<file path="config.mk">
export PLATFORM = sky130hd
export DESIGN_NAME = countdown_timer
export DESIGN_NICKNAME = d
export VERILOG_FILES = /design/src/rtl/conway_pkg.sv /design/src/rtl/countdown_timer.sv
export SDC_FILE = /design/constraint.sdc
export NUM_CORES = 1
export LEC_CHECK = 0
export CAP_MARGIN = 15
export CORE_MARGIN = 10
export CORE_UTILIZATION = 45
export CTS_BUF_LIST = sky130_fd_sc_hd__clkbuf_8
export DETAILED_ROUTE_END_ITERATION = 10
export GPL_TIMING_DRIVEN = 0
export PLACE_DENSITY = 0.79
export SYNTH_ARGS = -nofsm -noshare
export SYNTH_HDL_FRONTEND = slang
export SYNTH_SLANG_ARGS = --single-unit
</file>
<file path="constraint.sdc">
create_clock -name i_clk -period 2.5 [get_ports i_clk]
set_input_delay 0.25 -clock i_clk [delete_from_list [all_inputs] [get_ports i_clk]]
set_output_delay 0.25 -clock i_clk [all_outputs]
set_load 0.05 [all_outputs]
</file>
<file path="src/rtl/conway_pkg.sv">
// Shared types for the generation-rate and display timing path.
package conway_pkg;

    typedef enum logic {
        IDLE = 1'b0,
        RUN  = 1'b1
    } countdown_state_t;

endpackage

</file>
<file path="src/rtl/countdown_timer.sv">
// Loadable down-counter with valid/ready load, combinational borrow and registered done pulse.
// Define COUNTDOWN_AUTO_RELOAD_EN to reload the period at terminal count instead of stopping.
//
// state | meaning
// IDLE  | no countdown in progress, count is 0, loads accepted
// RUN   | counting down on enable ticks, count >= 1
module countdown_timer
    import conway_pkg::*;
#(
    parameter int WIDTH = 8
) (
    input  logic             i_clk,
    input  logic             i_reset,
    input  logic             i_load_valid,
    output logic             o_load_ready,
    input  logic [WIDTH-1:0] i_load_value,
    input  logic             i_enable,
    input  logic             i_abort,
    output logic [WIDTH-1:0] o_count,
    output logic             o_busy,
    output logic             o_borrow,
    output logic             o_done
);

    countdown_state_t r_state;
    logic [WIDTH-1:0] r_count;
    logic             r_busy;
    logic             r_done;
    logic             w_load_ok_state;
    logic             w_xfer;
    logic             w_terminal;

`ifdef COUNTDOWN_AUTO_RELOAD_EN
    logic [WIDTH-1:0] r_reload;
    assign w_load_ok_state = 1'b1;
`else
    assign w_load_ok_state = (r_state == IDLE);
`endif

    assign o_load_ready = w_load_ok_state && !i_abort && !i_reset;
    assign w_xfer       = i_load_valid && o_load_ready;
    assign w_terminal   = (r_state == RUN) && i_enable && (r_count == WIDTH'(1));
    assign o_borrow     = w_terminal;
    assign o_count      = r_count;
    assign o_busy       = r_busy;
    assign o_done       = r_done;

    always_ff @(posedge i_clk) begin
        if (i_reset) begin
            r_state  <= IDLE;
            r_count  <= '0;
            r_busy   <= 1'b0;
            r_done   <= 1'b0;
`ifdef COUNTDOWN_AUTO_RELOAD_EN
            r_reload <= '0;
`endif
        end else begin
            r_done <= 1'b0;
            case (r_state)
                IDLE: begin
                    if (w_xfer) begin
                        if (i_load_value != '0) begin
                            r_count <= i_load_value;
                            r_state <= RUN;
                            r_busy  <= 1'b1;
`ifdef COUNTDOWN_AUTO_RELOAD_EN
                            r_reload <= i_load_value;
`endif
                        end else begin
                            // zero-length period completes immediately
                            r_done <= 1'b1;
                        end
                    end
                end
                RUN: begin
                    if (i_abort) begin
                        r_count <= '0;
                        r_state <= IDLE;
                        r_busy  <= 1'b0;
                    end else begin
`ifdef COUNTDOWN_AUTO_RELOAD_EN
                        if (w_xfer) begin
                            r_reload <= i_load_value;
                        end
                        // a load on the terminal cycle applies to the period after next
                        if (w_terminal) begin
                            r_done  <= 1'b1;
                            r_count <= r_reload;
                            if (r_reload == '0) begin
                                r_state <= IDLE;
                                r_busy  <= 1'b0;
                            end
                        end else if (i_enable) begin
                            r_count <= r_count - WIDTH'(1);
                        end
`else
                        if (w_terminal) begin
                            r_done  <= 1'b1;
                            r_count <= '0;
                            r_state <= IDLE;
                            r_busy  <= 1'b0;
                        end else if (i_enable) begin
                            r_count <= r_count - WIDTH'(1);
                        end
`endif
                    end
                end
                default: begin
                    r_state <= IDLE;
                    r_count <= '0;
                    r_busy  <= 1'b0;
                end
            endcase
        end
    end

endmodule

</file>
* Word level (Yosys, flattened, before mapping)
Index checks and enable logic that the tools add are counted.
** Word-level totals
- Memories kept :: 0
- Register bits after elaboration :: 11
- Memory bits (read-only) :: 0
- Output and inout port bits :: 12
- Bits in latches :: 0
- Bits in writable memories :: 0
- Input bits :: 13
- Word-level logic and storage cells :: 42
** Operators by class
- Multiply operators :: 0
- Multiplexer cells :: 21
- Shift operators :: 0
- Magnitude comparators :: 0
- Bitwise operators :: 1
- Add/sub/neg operators :: 1
- Equal/unequal tests :: 5
- Reductions and logical operators :: 10
- Div/mod/pow operators :: 0
** Operators by type and width (count)
- two-way mux 8 bit :: 5
- one-hot mux 8 bit (2 select lines) :: 1
- two-way mux 1 bit :: 12
- equality test 8 x 1 -> 1 bit (second input constant) :: 1
- nonzero test 8 bit :: 1
- subtractor 8 x 1 -> 8 bit (second input constant) :: 1
- one-hot mux 1 bit (2 select lines) :: 3
- AND reduction 3 bit :: 2
- logical AND 1 bit :: 5
- != test 2 x 1 -> 1 bit (second input constant) :: 2
- != test 4 bit (second input constant) :: 1
- != test 3 bit (second input constant) :: 1
- zero test 1 bit :: 2
- NOT 1 bit :: 1

* Depth between registers and ports, before layout
- Depth after elaboration :: 6
- Gate-level depth with buffers :: 6
- Mapped depth without buffers :: 6

* Least setup slack after synthesis
No wires, ideal clock.
- Kind :: register to register
- Start point :: register r_count[1] (netlist: o_count[1])
- End point :: register r_count[3] (netlist: o_count[3])
- Buffers on the path :: 0
- Slack :: 0.515 ns
- Clock period less this slack :: 1.985 ns
- Arrival time :: 1.892 ns
- Required time :: 2.408 ns
- Stages on the path, launching flop included :: 7
- Setup time :: 0.092 ns
- Cells stage by stage :: dfxtp_1 -> inv_1 -> ha_1 -> and4bb_1 -> a211o_1 -> a2bb2oi_1 -> o32ai_1
** On the way
- Longest elaborated chain between the ends :: 5
- Elaborated cells between the ends (all ways) :: 9
- Classes of those cells :: add/sub: 1; eq/ne: 2; mux: 4; reduce/logical: 2
** Ends and longest elaborated chain
- from (decl) :: RTL line countdown_timer.sv:26 : logic [WIDTH-1:0] r_count;
- from (signal assigned) :: RTL line countdown_timer.sv:63 : r_count <= i_load_value;
- from (signal assigned) :: RTL line countdown_timer.sv:103 : r_count <= r_count - WIDTH'(1);
- subtractor 8 x 1 -> 8 bit or equality test 8 x 1 -> 1 bit (tied branches) :: RTL line countdown_timer.sv:103, countdown_timer.sv:42
- two-way mux 8 bit or logical AND 1 bit (tied branches) :: RTL line countdown_timer.sv:102, countdown_timer.sv:42
- two-way mux 8 bit :: RTL line countdown_timer.sv:97 : if (w_terminal) begin
- two-way mux 8 bit :: RTL line countdown_timer.sv:76 : if (i_abort) begin
- one-hot mux 8 bit (2 select lines) :: RTL line countdown_timer.sv:59 : case (r_state)
Parallel ways exist; a longest one is shown, timed or not. The select of a mux whose other input is x is not followed.
A chain may end at the register's enable or synchronous reset.

* Final worst setup path
- Start point :: register r_count[2] (netlist: o_count[2])
- End point :: output o_borrow
** On the way
- Longest elaborated chain between the ends :: 2
** Ends and longest elaborated chain
- equality test 8 x 1 -> 1 bit :: RTL line countdown_timer.sv:42 : assign w_terminal = (r_state == RUN) && i_enable && (r_count == WIDTH'(1));
- logical AND 1 bit :: RTL line countdown_timer.sv:42
- to (decl) :: RTL line countdown_timer.sv:21 : output logic o_borrow,
No other way between the ends.

==> reports/qor.csv <==
stage;metric;value;unit
worst_setup_path;CP Capture Type;output port;
worst_setup_path;Worst path max stage delay;0.80;ns
floorplanning;core area;1520;µm²
sta;Final min period;2.40;ns
placement;Port Buffers;24;
job;max-cap check violation count;0;
cts;CTS sink cnt;11;
final_layout;FILL cells;134;
sta;f_max;416;MHz
detailed_routing;DRT Pass-1 Iters;4;
sta;Hold Vio Cnt, Final;0;
global_route;largest net degree at the start of global routing;11;
worst_setup_path;CP bufs+invs;1;
worst_setup_path;type of the worst setup path;flip-flop to output port;
global_route;vias in the first global route;773;
worst_setup_path;crit-path max FO;7;
placement;DP Cell Count;120;
final_layout;non-filler cells in the finished layout;124;
cts;worst skew pair latency;0.23;ns
worst_setup_path;Worst R2R Path Depth;6;
synthesis;Syn Inst Count;80;
floorplanning;area of the die;3640;µm²
detailed_routing;wirelength, routed;2150;µm
detailed_routing;DRC;0;
synthesis;post-synthesis cell area;733;µm²
synthesis;Yosys cell types;37;
global_route;GRT overflow;0;
global_route;initial antenna violation count;0;
worst_setup_path;kind of cell adding the most delay to the critical path;buffers and inverters;
detailed_routing;1st-iter DRT viols;34;
worst_setup_path;reg-to-reg endpoint;o_count[6]$_SDFFE_PP0P_;
sta;pins over their slew limit;0;
synthesis;post-synthesis sequential area ratio;30.0;%
worst_setup_path;Crit-path slowest cell;clkdlybuf4s50_1;
cts;Root Driver;clkbuf_8;
worst_hold_path;Hold Crit Start;o_count[5]$_SDFFE_PP0P_;
worst_hold_path;hold depth;2;
cts;clk slew on worst S/H paths;0.05;ns
floorplanning;Die X;60.4;µm
pwr;VDD IR max;319;µV
cts;number of post-CTS setup repair buffers;0;
final_layout;# diodes;0;
cts;clock buffer depth;2;
status;status;finished clean;
detailed_routing;routed via count;788;
cts;PostCTS Resize Cnt;0;
sta;relative slew slack;62.4;%
worst_hold_path;Worst Hold Class;flip-flop to flip-flop;
synthesis;most used flip-flop cell after synthesis;dfxtp_1;
synthesis;top post-synthesis cells by area;dfxtp_1, a2bb2oi_1, o32ai_1, nand2b_1, a22oi_1;
synthesis;Async SR Flop Fraction;0;%
synthesis;syn_nets;95;
cts;CTS tree;built;
floorplanning;Cell Rows;14;
cts;CTS Buf Count;3;
cts;number of H-tree levels;1;
final_layout;share of post-route cells with drive strength above 1;15.7;%
placement;GPL Wtd Cong;0.798;
floorplanning;I/O Pins;25;
detailed_routing;DRT antenna net count;0;
synthesis;Yosys warning total;0;
cts;post-cts hold buffer count;0;
sta;clock skew;0.00153;ns
worst_hold_path;WHS Endpoint;o_count[5]$_SDFFE_PP0P_;
floorplanning;Initial Util;48.1;%
worst_setup_path;Required @ worst endpoint;2.25;ns
synthesis;most frequent cell after synthesis;dfxtp_1;
detailed_routing;DR vias/cell;6.35;
synthesis;top cell type's share of synthesized area;30.0;%
placement;DP Wirelength;1580;µm
final_layout;area grow syn2layout;41.6;%
global_route;GRT Overall Usage;12.0;%
sta;slew of the pin with the lowest slew margin;0.564;ns
worst_setup_path;Crit Reg-Reg Startpoint;o_count[0]$_SDFFE_PP0P_;
pwr;Power per Cell Area;526;nW/µm²
floorplanning;Die Ht;60.4;µm
final_layout;final net count;124;
synthesis;flop and latch count out of synthesis;11;
pwr;Lkg Pwr;0.370;nW
worst_setup_path;crit start category;flip-flop;
sta;unrepaired setup endpoints after global routing;false;
synthesis;cell taking the most area after synthesis;dfxtp_1;
detailed_routing;routed length per placed instance;17.3;µm
sta;# setup viols final;0;
sta;fin crit share;96.1;%
synthesis;Post-synth EDFFs;0;
global_route;global-route wire length before repair;3480;µm
synthesis;Mean Syn Cell Area;9.17;µm²
worst_setup_path;cells along the critical path;nor4_2 -> and3_1 -> clkdlybuf4s50_1;
worst_setup_path;Arr. time, crit path;2.15;ns
worst_setup_path;r2r setup slk;0.68;ns
sta;TNS Setup;0;ns
==> worst max path at each step <==
stage / startpoint / slack, ns / cells past startpoint / end
floorplan: o_count[1]$_SDFFE_PP0P_ / 0.52 / 6 / o_count[3]$_SDFFE_PP0P_
global placement: i_enable / 0.22 / 4 / o_borrow
detailed placement: i_enable / 0.22 / 4 / o_borrow
CTS: o_count[2]$_SDFFE_PP0P_ / 0.11 / 3 / o_borrow
global route: o_count[2]$_SDFFE_PP0P_ / 0.02 / 3 / o_borrow
finish: o_count[2]$_SDFFE_PP0P_ / 0.1 / 3 / o_borrow
==> layout by cell type (no fill, tap or decap), types with 3 or more instances in the layout <==
cell type	count
nand2b_1	5
clkbuf_8	3
a2bb2oi_1	5
clkdlybuf4s50_1	24
a22oi_1	4
dfxtp_1	11
nor2_1	5
o32ai_1	5
inv_1	6
==> state kept, by name, summed over array words and instances, names as in the netlist <==
| name | count |
|---|---|
| o_count | 8 |
| o_busy | 1 |
| o_done | 1 |
| r_state | 1 |
==> through the flow <==
stage	setup slack (ns)	util (%)	cell area (µm²)	power (mW)	hold slack [ns]
floorplan	0.515	-	733	0.313	0.398
global placement	0.221	65.2	993	0.372	0.503
detailed placement	0.219	65.2	993	0.374	0.513
CTS	0.107	68.1	1040	0.548	0.532
global route	0.0187	68.1	1040	0.570	0.553
finish	0.0987	68.1	1040	0.546	0.526
==> kinds of logic (layout without fill, tap and decap cells) <==
logic type      Yosys count  after routing  share of synthesized area [%]
fa+ha+maj                 2              2                           3.41
buf+inv                   9             37                           5.80
compound gates           30             30                           36.0
flops                    11             11                           30.0
simple gates             28             28                           24.7
==> worst register-to-register path, stage by stage, from the launching register on <==
cell      delay (ns)
dfxtp_1         0.34
inv_1           0.12
ha_1            0.22
or3b_2          0.51
nor4_1          0.17
o21ai_0         0.15
a221oi_2        0.22
==> routing by layer <==
| layer | global-route usage (%) | wire, µm | part of all wire, % |
|---|---|---|---|
| met5 | 0 | 0 | 0 |
| met4 | 4.17 | 24 | 1.1 |
| met3 | 5.43 | 259 | 12 |
| met2 | 18.8 | 943 | 44 |
| met1 | 14.2 | 917 | 43 |
==> layout make-up <==
class                           instances  area, µm²  area share [%]
Multi-Input combinational cell         60        470            45.3
Clock inverter                          1       3.75           0.361
Clock buffer                            3       41.3            3.98
Buffer                                  3       20.0            1.93
Sequential cell                        11        220            21.2
Inverter                                6       22.5            2.17
Tap cell                               16       20.0            1.93
Timing Repair Buffer                   24        240            23.1
==> power by group <==
group	total (mW)	leakage (nW)	internal [mW]	switching (mW)
Clock	0.173	0.0269	0.108	0.0655
Combinational	0.175	0.254	0.0764	0.0986
Sequential	0.198	0.0898	0.186	0.0119
Total	0.546	0.370	0.370	0.176
No activity file was read; power rests on OpenSTA's default activity.
